### src/rtl/encoder_pkg.sv
// Shared constants and types for the 4-line sequential priority encoder.
// The priority-mode encoding here selects fixed or rotating search order.
package encoder_pkg;

    localparam int NUM_LINES = 4;
    localparam int CODE_W    = 2;

    typedef logic [NUM_LINES-1:0] line_vec_t;
    typedef logic [CODE_W-1:0]    code_t;

    typedef enum logic {
        PRIO_FIXED  = 1'b0,
        PRIO_ROTATE = 1'b1
    } prio_mode_e;

    // Highest line index: the fixed-mode start point and the pointer reset value.
    localparam code_t TOP_INDEX = code_t'(NUM_LINES - 1);

    function automatic line_vec_t onehot(input code_t idx);
        line_vec_t vec;
        vec      = '0;
        vec[idx] = 1'b1;
        return vec;
    endfunction

endpackage

### src/rtl/prio_pick4.sv
// Combinational picker: scans req downward from start (wrapping mod 4)
// and returns the first set index.
import encoder_pkg::*;

module prio_pick4 (
    input  line_vec_t req,
    input  code_t     start,
    output logic      found,
    output code_t     index
);

    code_t cand;

    always_comb begin
        found = 1'b0;
        index = '0;
        cand  = start;
        for (int i = 0; i < NUM_LINES; i++) begin
            cand = start - code_t'(i);
            if (!found && req[cand]) begin
                found = 1'b1;
                index = cand;
            end
        end
    end

endmodule

### src/rtl/encoder4_2_seq.sv
// Sequential 4:2 encoder: captures rising edges on D as pending events and
// drains them one code per cycle through a valid/ready output slot.
import encoder_pkg::*;

module encoder4_2_seq #(
    parameter int ROUND_ROBIN = 0
) (
    input  logic       clk,
    input  logic       rst,
    input  logic       enable,
    input  logic [3:0] D,
    input  logic       ready,
    output logic       valid,
    output logic       A,
    output logic       B,
    output logic       overrun
);

    localparam prio_mode_e MODE = (ROUND_ROBIN != 0) ? PRIO_ROTATE : PRIO_FIXED;

    line_vec_t d_q;
    line_vec_t d_d;
    line_vec_t pending_q;
    line_vec_t pending_d;
    logic      valid_q;
    logic      valid_d;
    code_t     code_q;
    code_t     code_d;
    logic      overrun_q;
    logic      overrun_d;
    code_t     ptr_q;
    code_t     ptr_d;

    line_vec_t edge_det;
    line_vec_t grant;
    logic      slot_free;
    code_t     start_idx;
    logic      pick_found;
    code_t     pick_idx;

    prio_pick4 u_pick (
        .req   (pending_q),
        .start (start_idx),
        .found (pick_found),
        .index (pick_idx)
    );

    always_comb begin
        d_d       = D;
        edge_det  = D & ~d_q & {NUM_LINES{enable}};
        start_idx = (MODE == PRIO_ROTATE) ? ptr_q : TOP_INDEX;
        slot_free = ~valid_q | ready;

        grant   = '0;
        valid_d = valid_q;
        code_d  = code_q;
        ptr_d   = ptr_q;

        if (slot_free) begin
            if (pick_found) begin
                grant   = onehot(pick_idx);
                valid_d = 1'b1;
                code_d  = pick_idx;
                if (MODE == PRIO_ROTATE) begin
                    ptr_d = pick_idx - code_t'(1);
                end
            end else begin
                valid_d = 1'b0;
                code_d  = '0;
            end
        end

        // A fresh edge on a line being granted this cycle survives as a new event.
        pending_d = (pending_q & ~grant) | edge_det;
        overrun_d = overrun_q | (|(edge_det & pending_q & ~grant));
    end

    always_ff @(posedge clk or posedge rst) begin
        if (rst) begin
            d_q       <= '0;
            pending_q <= '0;
            valid_q   <= 1'b0;
            code_q    <= '0;
            overrun_q <= 1'b0;
            ptr_q     <= TOP_INDEX;
        end else begin
            d_q       <= d_d;
            pending_q <= pending_d;
            valid_q   <= valid_d;
            code_q    <= code_d;
            overrun_q <= overrun_d;
            ptr_q     <= ptr_d;
        end
    end

    assign valid   = valid_q;
    assign A       = code_q[1];
    assign B       = code_q[0];
    assign overrun = overrun_q;

endmodule

### config.mk
export PLATFORM = sky130hd
export DESIGN_NAME = encoder4_2_seq
export DESIGN_NICKNAME = d
export VERILOG_FILES = /design/src/rtl/encoder_pkg.sv /design/src/rtl/prio_pick4.sv /design/src/rtl/encoder4_2_seq.sv
export SDC_FILE = /design/constraint.sdc
export NUM_CORES = 1
export LEC_CHECK = 0
export ABC_CLOCK_PERIOD_IN_PS = 1600
export BUFFER_PORTS_ARGS = -buffer_cell sky130_fd_sc_hd__buf_2
export CAP_MARGIN = 20
export CORE_AREA = 2 2 39 41
export DETAILED_ROUTE_END_ITERATION = 6
export DIE_AREA = 0 0 41 43
export PLACE_DENSITY = 0.55
export SYNTH_ARGS = -nofsm -noshare
export SYNTH_HDL_FRONTEND = slang
export SYNTH_SLANG_ARGS = --single-unit
### constraint.sdc
create_clock -name clk -period 1.6 [get_ports clk]
set_input_delay 0.08 -clock clk [delete_from_list [all_inputs] [get_ports clk]]
set_output_delay 0.08 -clock clk [all_outputs]
set_load 0.02 [all_outputs]
After elaboration in Yosys (flattened, before gate mapping)
Cells that the tools add are included.
- memories kept: 0
- input bits: 8
- bits in writable memories: 0
- register bits after elaboration: 12
- ROM bits: 0
- output and inout port bits: 4
- word-level logic and storage cells: 40
- bits in latches: 0
- bitwise gates (word level): 11
- shifts and indexed selects: 0
- order comparisons: 2
- reductions and logical operators: 8
- multipliers: 0
- eq/ne operators: 0
- div/mod/pow operators: 0
- add/subtract/negate cells: 0
- mux-type cells: 14
- operators with widths (operator ; number):
    AND 4 bit ; 5
    2-to-1 mux 2 bit ; 5
    2-to-1 mux 4 bit ; 2
    inverter 4 bit ; 2
    2-to-1 mux 1 bit ; 6
    logical AND 1 bit ; 4
    bitwise OR 4 bit ; 1
    OR reduction 4 bit ; 1
    logical NOT 1 bit ; 3
    less-than comparator 2 x 3 -> 1 bit (second input constant) ; 1
    demux 1 bit (select 2 bit) ; 1
    >= comparator 2 x 1 -> 1 bit (second input constant) ; 1
    bitwise OR 1 bit ; 2
    inverter 1 bit ; 1

Logic depth before layout (Yosys ltp)
- depth after elaboration: 20
- depth in mapped cells: 5
- depth with buffers taken out: 4

By module
Synthesis repeated with hierarchy kept, for this count alone.
- cells, all modules: 57
- area total of the unflattened synthesis: 581.8 um^2
- by module, submodules not included (module ; cells an instance ; instances ; sequential area each (um^2) ; area each (um^2)):
    encoder4_2_seq ; 44 ; 1 ; 300.3 ; 499.2
    prio_pick4 ; 13 ; 1 ; 0.0 ; 82.6

Least setup slack after synthesis
OpenSTA, ideal clock, no wires.
- kind: reg2reg
- start point: register valid_q, in the netlist valid
- end point: register valid_q, in the netlist valid
- library setup time: 0.131 ns
- clock period less this slack: 1.445 ns
- path buffers: 1
- required time: 1.469 ns
- slack: 0.155 ns
- cell stages (with the launch flop): 5
- arrival time: 1.314 ns
- cell sequence: dfrtp_1 > nor2b_4 > buf_6 > or3_4 > or3_1
- longest elaborated chain between the ends: 2
- RTL lines (item ; line ; RTL):
    start: declaration ; encoder4_2_seq.sv:25 ; logic valid_q;
    start signal: assignment ; encoder4_2_seq.sv:89 ; valid_q <= valid_d;
    inverter 1 bit ; encoder4_2_seq.sv:52 ; slot_free = ~valid_q | ready;
    bitwise OR 1 bit ; encoder4_2_seq.sv:52 ;
Every way passes these cells.
A chain may end at the register's enable or synchronous reset.

Final worst setup path
Ends and elaborated chain as after synthesis.

==> key figures <==
Cells and area
  – Commonest non-fill, non-tap cell in the layout: dfrtp_1
  – Syn-to-layout area delta: 30.6%
  – Final core occ: 46.3%
  – Nets@finish: 69
  – # diodes: 0
  – Commonest cells after routing, fill and taps aside: dfrtp_1 (12), buf_2 (11), dlygate4sd3_1 (5)
  – Layout cells sized above 1: 30.0%
  – Fin area: around 640 um^2
  – Cell Count, Final, Fillers Out: 76
  – Filler cell count: 134

Setup path
  – FF-to-FF setup slack: 320 ps
  – Worst Path Max Fanout: 9
  – Worst path arrival time: ~1400 ps
  – Critical Path Source: valid
  – Worst setup EP type: register
  – Reg2reg end: valid
  – Setup crit start kind: register
  – CP Class: reg2reg
  – End of the critical path: valid
  – Worst r2r src: valid
  – Req. time, crit path: 1740 ps
  – R2R cell count: 3

Clocking
  – CTS Hold Buffers Added: 5
  – Clock sink total: 12
  – Worst-path clk slew: 70 ps
  – Setup repair bufs after CTS: 0
  – Cts bufs inserted: 3
  – CTS tree: done
  – Clock Tree Buf Depth: 2
  – Clk Tree Root Cell: clkbuf_4
  – Clock latency on the worst-skew pair: 260 ps
  – CTS H-tree depth: 1
  – Post-cts repair resize count: 0

STA
  – Slew @ Worst Pin: ~460 ps
  – RSZ-0062 raised after global routing: no
  – Period minus WS final: 1280 ps
  – Max transition margin: 69.5%
  – Slew Viols, Final: 0
  – Fin crit share: about four fifths
  – Final hold viol count: 0
  – Final TNS setup: 0 ps
  – Clock skew: 1.68 ps
  – F_max: approximately 780 MHz
  – Final setup viols: 0

Route
  – DRC: 0
  – Vias per std cell: approximately 4.7
  – DR WL/cell: 10.9 um
  – DRT iter0 DRCs: 2
  – WL final: 825 um
  – DR pass1 iterations: 4
  – ANT nets after route: 0
  – Vias: between 300 and 400

Flow run
  – MaxCap Viol Count: 0

Power and ir drop
  – Power Density: approximately 1200 mW/mm^2
  – Maximum vdd drop: 0.520 mV
  – Power Total: 739 uW
  – Leak Pwr: 0.311 nW

Placed design
  – DP Area: 554 um^2
  – Hpwl dp: 589 um
  – Routability congestion estimate: approximately 0.73
  – Dpl cells: 67
  – Port bufs: 11

Logic synthesis
  – Cell Area, Synth: 490 um^2
  – Ys Warns: 0
  – Synth Flop Type: dfrtp_1
  – Number of synthesized flops with an enable pin: 0
  – Synth async-reset ratio: 100%
  – Synth cell types: 20
  – Avg Inst Size Synth: 12.0 um^2
  – Sequential element share of the synthesized area: 61.2%
  – Mapped Cells: 41
  – Post-synthesis net count: a little under 50
  – Yosys reg bits: 12

Global routing
  – Largest net degree at the start of global routing: 13
  – Global Route Usage Sum: about 12%
  – First-pass GRT wire length: 1400 um
  – Number of global-route vias before repair: 323
  – Initial antenna violation count: 0
  – Grt ovf: 0

Die
  – Die span in x: 41 um
  – Starting Density: 35.4%
  – Rows: 14
  – Die extent in y: between 40 and 50 um
  – Die ar.: approximately 0.0018 mm^2
  – Top Ports: 12
  – Core area: 0.00138 mm^2

Status
  – Status: finished clean

Min path
  – Tightest Hold Check Type: in2reg
  – WHS Path Cells: 3
worst max-delay path: stages (launching register included):
cell	delay, ps
dfrtp_1	370
nor2b_4	150
or3_4	330
or3_1	310
synthesized netlist by cell type, drive strengths merged (2+ instances only):
cell type	count	area [um^2]
or3	2	17.5
nand3b	2	15.0
a21o	2	16.3
nor2	2	7.51
a21oi	2	10.0
o21ai	4	20.0
inv	3	11.3
dfrtp	12	300
nand2	3	11.3
registers in the layout, summed over array words and instances, names as in the netlist:
register / count
valid: 1
pending_q: 4
d_q: 4
code_q: 2
overrun: 1
per-stage QoR:
stage | hold slack [ps] | setup WS, ps
global placement | 116 | 351
detailed placement | 108 | 325
floorplan | -55.3 | 155
finish | 95.1 | 321
global route | 125 | 226
CTS | 84.9 | 313
per-layer routing:
metal	GRT usage, %	part of all wire (%)	vias to the layer above
li1	-	-	182
met1	16.3	47	166
met2	16.3	46	10
met3	4.71	5.3	2
met4	8.00	1.6	0
met5	0	0	-
cell families after synthesis:
kind of cell    share of synthesized area, %
compound gates                          17.1
simple gates                            17.1
flops                                   61.2
buf+inv                                 4.59
power by group:
group	switching, mW	leakage [nW]	internal (mW)
Clock	0.0915	0.0210	0.138
Combinational	0.0764	0.149	0.0642
Sequential	0.0257	0.141	0.343
Total	0.194	0.311	0.545
cell type report:
cell class	count	area [um^2]	share of cell area, %
clock buffers	4	36.3	5.66
inverters	3	11.3	1.76
well taps	16	20.0	3.13
repair buffers	16	105	16.4
flip-flops and latches	12	300	46.9
multi-input cells	25	168	26.2
worst min-delay path by stage:
stage | start | end | slack [ps]
6_report | enable | pending_q[0] | 100
3_5_place_dp | rst | code_q[1] | 110
5_1_grt | enable | pending_q[0] | 130
3_3_place_gp | rst | code_q[1] | 120
2_1_floorplan | rst | code_q[0] | -60
4_1_cts | enable | pending_q[0] | 80
No activity file was read; power rests on OpenSTA's default activity.
